### config.mk
export PLATFORM = sky130hd
export DESIGN_NAME = inst_fetch_queue
export DESIGN_NICKNAME = d
export VERILOG_FILES = /design/src/rtl/inst_fetch_queue.sv
export SDC_FILE = /design/constraint.sdc
export NUM_CORES = 1
export LEC_CHECK = 0
export BUFFER_PORTS_ARGS = -buffer_cell sky130_fd_sc_hd__buf_2
export CAP_MARGIN = 5
export CORE_MARGIN = 8
export CORE_UTILIZATION = 25
export DETAILED_ROUTE_END_ITERATION = 7
export SLEW_MARGIN = 20
export SYNTH_ARGS = -nofsm -noshare
export SYNTH_HDL_FRONTEND = slang
export SYNTH_SLANG_ARGS = --single-unit
### constraint.sdc
create_clock -name clk -period 4.9 [get_ports clk]
set_input_delay 0.49 -clock clk [delete_from_list [all_inputs] [get_ports clk]]
set_output_delay 0.49 -clock clk [all_outputs]
set_load 0.05 [all_outputs]
### src/rtl/inst_fetch_queue.sv
// rtl/inst_fetch_queue.sv - decoupled instruction prefetch queue (PC gen + IF/ID buffer)
// Optional statistics counters: INST_FETCH_QUEUE_STATS_EN
module inst_fetch_queue #(
    parameter int                 ADDR_W   = 32,
    parameter int                 INST_W   = 32,
    parameter int                 DEPTH    = 4,
    parameter logic [ADDR_W-1:0]  RESET_PC = '0,
    parameter logic [INST_W-1:0]  NOP_INST = INST_W'(32'h0000_0013)
) (
    input  logic                       clk,
    input  logic                       rst,
    input  logic                       jump_en_i,
    input  logic [ADDR_W-1:0]          jump_addr_i,
    input  logic                       hold_i,
    output logic                       fetch_req_o,
    output logic [ADDR_W-1:0]          fetch_addr_o,
    input  logic [INST_W-1:0]          inst_i,
    output logic                       dec_valid_o,
    output logic [INST_W-1:0]          dec_inst_o,
    output logic [ADDR_W-1:0]          dec_inst_addr_o,
    output logic [$clog2(DEPTH):0]     level_o,
    output logic [31:0]                flush_cnt_o,
    output logic [31:0]                stall_cnt_o
);

    localparam int PTR_W = $clog2(DEPTH);
    localparam int LVL_W = PTR_W + 1;

    logic [ADDR_W-1:0] pc_q, pc_d;
    logic              inflight_q, inflight_d;
    logic [ADDR_W-1:0] inflight_addr_q, inflight_addr_d;
    logic [PTR_W-1:0]  head_q, head_d;
    logic [PTR_W-1:0]  tail_q, tail_d;
    logic [LVL_W-1:0]  level_q, level_d;
    logic [INST_W-1:0] inst_mem_q [DEPTH];
    logic [INST_W-1:0] inst_mem_d [DEPTH];
    logic [ADDR_W-1:0] addr_mem_q [DEPTH];
    logic [ADDR_W-1:0] addr_mem_d [DEPTH];

    logic              dec_valid;
    logic              pop;
    logic              push;
    logic              fetch;
    logic [LVL_W-1:0]  occupancy;
    logic              unused_jump_lsbs;

    assign unused_jump_lsbs = ^jump_addr_i[1:0];

    // Counting the in-flight response as occupied guarantees it a slot on arrival.
    always_comb begin
        dec_valid = (level_q != '0) & ~jump_en_i;
        pop       = dec_valid & ~hold_i;
        push      = inflight_q & ~jump_en_i;
        occupancy = level_q + LVL_W'(inflight_q);
        fetch     = ~rst & ~jump_en_i & ((occupancy < LVL_W'(DEPTH)) | pop);
    end

    always_comb begin
        pc_d            = pc_q;
        inflight_d      = inflight_q;
        inflight_addr_d = inflight_addr_q;
        head_d          = head_q;
        tail_d          = tail_q;
        level_d         = level_q;
        inst_mem_d      = inst_mem_q;
        addr_mem_d      = addr_mem_q;
        if (jump_en_i) begin
            pc_d       = {jump_addr_i[ADDR_W-1:2], 2'b00};
            inflight_d = 1'b0;
            head_d     = '0;
            tail_d     = '0;
            level_d    = '0;
        end else begin
            if (push) begin
                inst_mem_d[tail_q] = inst_i;
                addr_mem_d[tail_q] = inflight_addr_q;
                tail_d             = tail_q + PTR_W'(1);
            end
            if (pop) begin
                head_d = head_q + PTR_W'(1);
            end
            level_d    = level_q + LVL_W'(push) - LVL_W'(pop);
            inflight_d = fetch;
            if (fetch) begin
                inflight_addr_d = pc_q;
                pc_d            = pc_q + ADDR_W'(4);
            end
        end
    end

    always_ff @(posedge clk) begin
        if (rst) begin
            pc_q            <= RESET_PC;
            inflight_q      <= 1'b0;
            inflight_addr_q <= '0;
            head_q          <= '0;
            tail_q          <= '0;
            level_q         <= '0;
        end else begin
            pc_q            <= pc_d;
            inflight_q      <= inflight_d;
            inflight_addr_q <= inflight_addr_d;
            head_q          <= head_d;
            tail_q          <= tail_d;
            level_q         <= level_d;
        end
    end

    // Payload storage needs no reset; level gates what decode sees.
    always_ff @(posedge clk) begin
        inst_mem_q <= inst_mem_d;
        addr_mem_q <= addr_mem_d;
    end

    assign fetch_req_o     = fetch;
    assign fetch_addr_o    = pc_q;
    assign dec_valid_o     = dec_valid;
    assign dec_inst_o      = (level_q != '0) ? inst_mem_q[head_q] : NOP_INST;
    assign dec_inst_addr_o = (level_q != '0) ? addr_mem_q[head_q] : '0;
    assign level_o         = level_q;

`ifdef INST_FETCH_QUEUE_STATS_EN
    logic [31:0] flush_cnt_q, flush_cnt_d;
    logic [31:0] stall_cnt_q, stall_cnt_d;

    always_comb begin
        flush_cnt_d = flush_cnt_q + {31'b0, jump_en_i};
        stall_cnt_d = stall_cnt_q + {31'b0, ~dec_valid};
    end

    always_ff @(posedge clk) begin
        if (rst) begin
            flush_cnt_q <= '0;
            stall_cnt_q <= '0;
        end else begin
            flush_cnt_q <= flush_cnt_d;
            stall_cnt_q <= stall_cnt_d;
        end
    end

    assign flush_cnt_o = flush_cnt_q;
    assign stall_cnt_o = stall_cnt_q;
`else
    assign flush_cnt_o = '0;
    assign stall_cnt_o = '0;
`endif

endmodule

==> flow_metrics.env <==
export IMPL_p_sw_mw=1.48
export IMPL_worst_pin_slew_ps=1090
export IMPL_crit_path_top_delay_cell="dfxtp_4"
export IMPL_synth_cell_types=49
export IMPL_p_int_mw=4.63
export IMPL_drtAntennaViolNets=0
export IMPL_ys_seq_area_frac=0.671
export IMPL_cts_sinks=316
export IMPL_yosys_warnings=0
export IMPL_avgSynthCellArea_um2=15.2
export IMPL_routed_wl_um=33700
export IMPL_maxSlewViolCount=0
export IMPL_antenna_found_initial=2
export IMPL_cts_made_buffers=36
export IMPL_path_class="flip-flop to primary output"
export IMPL_synth_seq_cells=316
export IMPL_syn_inst=862
export IMPL_hold_viol=0
export IMPL_setup_viol=0
export IMPL_clock_latency_ps=540
export IMPL_ctsRootBufferMaster="clkbuf_16"
export IMPL_start_util=0.251
export IMPL_required_ps=4410
export IMPL_grt_pass1_vias=7891
export IMPL_ir_worst_vdd_uv=218
export IMPL_synth_ff_type="edfxtp_1"
export IMPL_setup_tns_ps=0
export IMPL_layout_drive_gt1_share=0.291
export IMPL_overflow=0
export IMPL_coreArea_mm2=0.0522
export IMPL_die_w_um=245
export IMPL_path_buf_inv=2
export IMPL_max_stage_delay_ps=910
export IMPL_nNetsFinal=1101
export IMPL_maxCapViolCount=0
export IMPL_cts_resized=0
export IMPL_cts_buffer_depth=3
export IMPL_grt_pass1_wl_um=50000
export IMPL_dpl_hpwl_um=21300
export IMPL_seq_power_share=0.490
export IMPL_ios=233
export IMPL_synth_edf_count=248
export IMPL_firstDrtPassIters=4
export IMPL_track_usage=0.110
export IMPL_numPortBuffers=162
export IMPL_cts_tree="built"
export IMPL_p_comb_frac=0.073
export IMPL_clk_pin_slew_ps=60
export IMPL_crit_chain="buf_4 -> mux4_2 -> nor2b_1 -> buf_2"
export IMPL_hp_class="input port to flip-flop"
export IMPL_viasPerCell=4.30
export IMPL_place_gp_congestion=0.777
export IMPL_fin_util=0.301
export IMPL_fp_row_count=84
export IMPL_post_route_min_period_ps=3340
export IMPL_switching_share=0.242
export IMPL_worstSetupEndpointType="primary output"
export IMPL_post_cts_buffers=0
export IMPL_maxSlewHeadroom=0.275
export IMPL_critPathLaunchType="flip-flop"
export IMPL_wire_per_inst_um=19.4
export IMPL_cts_hold_buffers=0
export IMPL_path_max_fanout=38
export IMPL_grt_max_degree=64
export IMPL_num_vias=7493
export IMPL_worst_ep_arrival_time_ps=2850
export IMPL_drc=0
export IMPL_max_freq_mhz=299
export IMPL_die_area_mm2=0.0601
export IMPL_finClkSkew_ps=21.6
export IMPL_min_period_over_period=0.682
export IMPL_status="finished clean"
export IMPL_rsz0062_at_grt="false"
export IMPL_p_leak_nw=5.61
export IMPL_drtIter0Drc=453
export IMPL_critPathTopFamily="flip-flops"
export IMPL_power_share_clock=0.438
export IMPL_die_h_um=245
export IMPL_fillers=5213
export IMPL_area_growth_pct=19.7
export IMPL_netlist_area_mm2=0.0131
export IMPL_p_per_area_mw_per_mm2=389
export IMPL_cts_max_level=2
export IMPL_synth_async_reset_ratio=0
power by group through the flow:
stage | clock (mW) | combinational, mW | sequential, mW
floorplan | 0 | 0.315 | 3.09
global placement | 0 | 0.439 | 3.05
detailed placement | 0 | 0.443 | 3.05
CTS | 2.77 | 0.444 | 2.99
global route | 2.85 | 0.472 | 3.00
finish | 2.67 | 0.443 | 2.99
sequential cells by signal (all words and copies together) (netlist names):
signal,count
inst_mem_q,128
addr_mem_q,120
fetch_addr_o,30
inflight_addr_q,30
level_o,3
head_q,2
tail_q,2
inflight_q,1
metrics by stage:
stage / total power, mW / hold WS (ps) / cells / setup slack [ps] / cell area (µm²)
after floorplan: 3.40 / 460 / 929 / 2120 / 13400
after global placement: 3.49 / 471 / 1672 / 1990 / 14400
after detailed placement: 3.49 / 478 / 1672 / 2000 / 14400
after CTS: 6.20 / 132 / 1737 / 1390 / 15600
after global routing: 6.32 / 153 / 1741 / 1320 / 15700
final: 6.11 / 176 / 1742 / 1560 / 15700
layer usage:
| layer | GRT usage | up-vias | part of all wire |
|---|---|---|---|
| li1 | - | 3424 | - |
| met2 | 0.181 | 273 | 0.48 |
| met5 | 0 | - | 0 |
| met1 | 0.139 | 3756 | 0.43 |
| met4 | 0.0312 | 0 | 0.019 |
| met3 | 0.0311 | 40 | 0.077 |
cells in the final DEF (no fill, tap or decap), types with 4 or more instances in the layout:
| cell | synthesis | routed |
|---|---|---|
| a211oi_1 | 16 | 16 |
| a21oi_1 | 11 | 11 |
| a31oi_1 | 5 | 5 |
| and2_1 | 8 | 4 |
| and2_4 | 0 | 4 |
| and3_1 | 7 | 7 |
| and4_1 | 5 | 5 |
| buf_2 | 6 | 162 |
| buf_4 | 68 | 8 |
| clkbuf_1 | 38 | 8 |
| clkbuf_16 | 0 | 38 |
| clkbuf_8 | 0 | 4 |
| conb_1 | 1 | 68 |
| dfxtp_1 | 68 | 66 |
| edfxtp_1 | 248 | 248 |
| ha_1 | 6 | 6 |
| inv_1 | 8 | 8 |
| mux4_2 | 62 | 62 |
| nand2_1 | 84 | 84 |
| nand3_1 | 14 | 14 |
| nand3b_1 | 27 | 27 |
| nand4_1 | 8 | 8 |
| nor2_1 | 31 | 31 |
| nor2b_1 | 60 | 60 |
| nor4_1 | 10 | 10 |
| o211ai_1 | 5 | 5 |
| or3_1 | 4 | 4 |
| xnor2_1 | 17 | 17 |
| xor2_1 | 10 | 10 |
Yosys cell counts (2+ instances only):
library cell / number / area share
and3_1: 7 / 0.0033
a31oi_1: 5 / 0.0024
a311oi_1: 2 / 0.0013
or2_2: 3 / 0.0014
clkbuf_1: 38 / 0.011
buf_4: 68 / 0.039
nand3_1: 14 / 0.0053
xnor2_1: 17 / 0.011
mux2i_1: 2 / 0.0015
o21ai_0: 3 / 0.0011
a21oi_1: 11 / 0.0042
edfxtp_1: 248 / 0.57
and4_1: 5 / 0.0033
nor2_1: 31 / 0.0089
nor2b_1: 60 / 0.029
a211oi_1: 16 / 0.0092
buf_1: 2 / 0.00057
nand2_1: 84 / 0.024
inv_1: 8 / 0.0023
o211ai_1: 5 / 0.0029
or3_1: 4 / 0.0019
nand4_1: 8 / 0.0038
buf_2: 6 / 0.0023
nor4_1: 10 / 0.0048
mux4_2: 62 / 0.11
ha_1: 6 / 0.0057
xor2_1: 10 / 0.0067
nand3b_1: 27 / 0.015
nor3_1: 2 / 0.00076
o21bai_1: 2 / 0.0011
or4_1: 3 / 0.0017
o31a_1: 2 / 0.0013
dfxtp_1: 68 / 0.10
and2_1: 8 / 0.0038
layout make-up:
class / instances / area [µm²] / area share
flip-flops and latches: 316 / 8820 / 0.562
multi-input cells: 489 / 3840 / 0.245
clock buffers: 50 / 1040 / 0.0660
repair buffers: 174 / 966 / 0.0615
well taps: 688 / 861 / 0.0548
clock inverters: 15 / 144 / 0.00917
inverters: 9 / 33.8 / 0.00215
diodes: 1 / 2.50 / 0.000159
path summary, 6_finish.rpt:
check / from / to / slack (ps) / cells past startpoint
worst max-delay path: head_q[0] / dec_inst_addr_o[11] / 1560 / 4
worst max register to register: level_o[2] / level_o[2] / 2170 / 11
worst min-delay path: inst_i[10] / inst_mem_q[74] / 180 / 1
worst min register to register: fetch_addr_o[31] / inflight_addr_q[31] / 480 / 2
cells by family (layout without fill, tap and decap cells):
kind of cell,after synthesis,after routing,synth area share
muxes,66,66,0.110
and+or+nand+nor,269,269,0.110
other,1,69,0.000286
adders and majority gates,7,7,0.00725
DFF,316,316,0.671
xor gates and xnor gates,27,27,0.0180
buffers and inverters,124,248,0.0561
AOI/OAI and AO/OA,52,52,0.0273
Note: power is estimated with default switching activity, not from simulation.
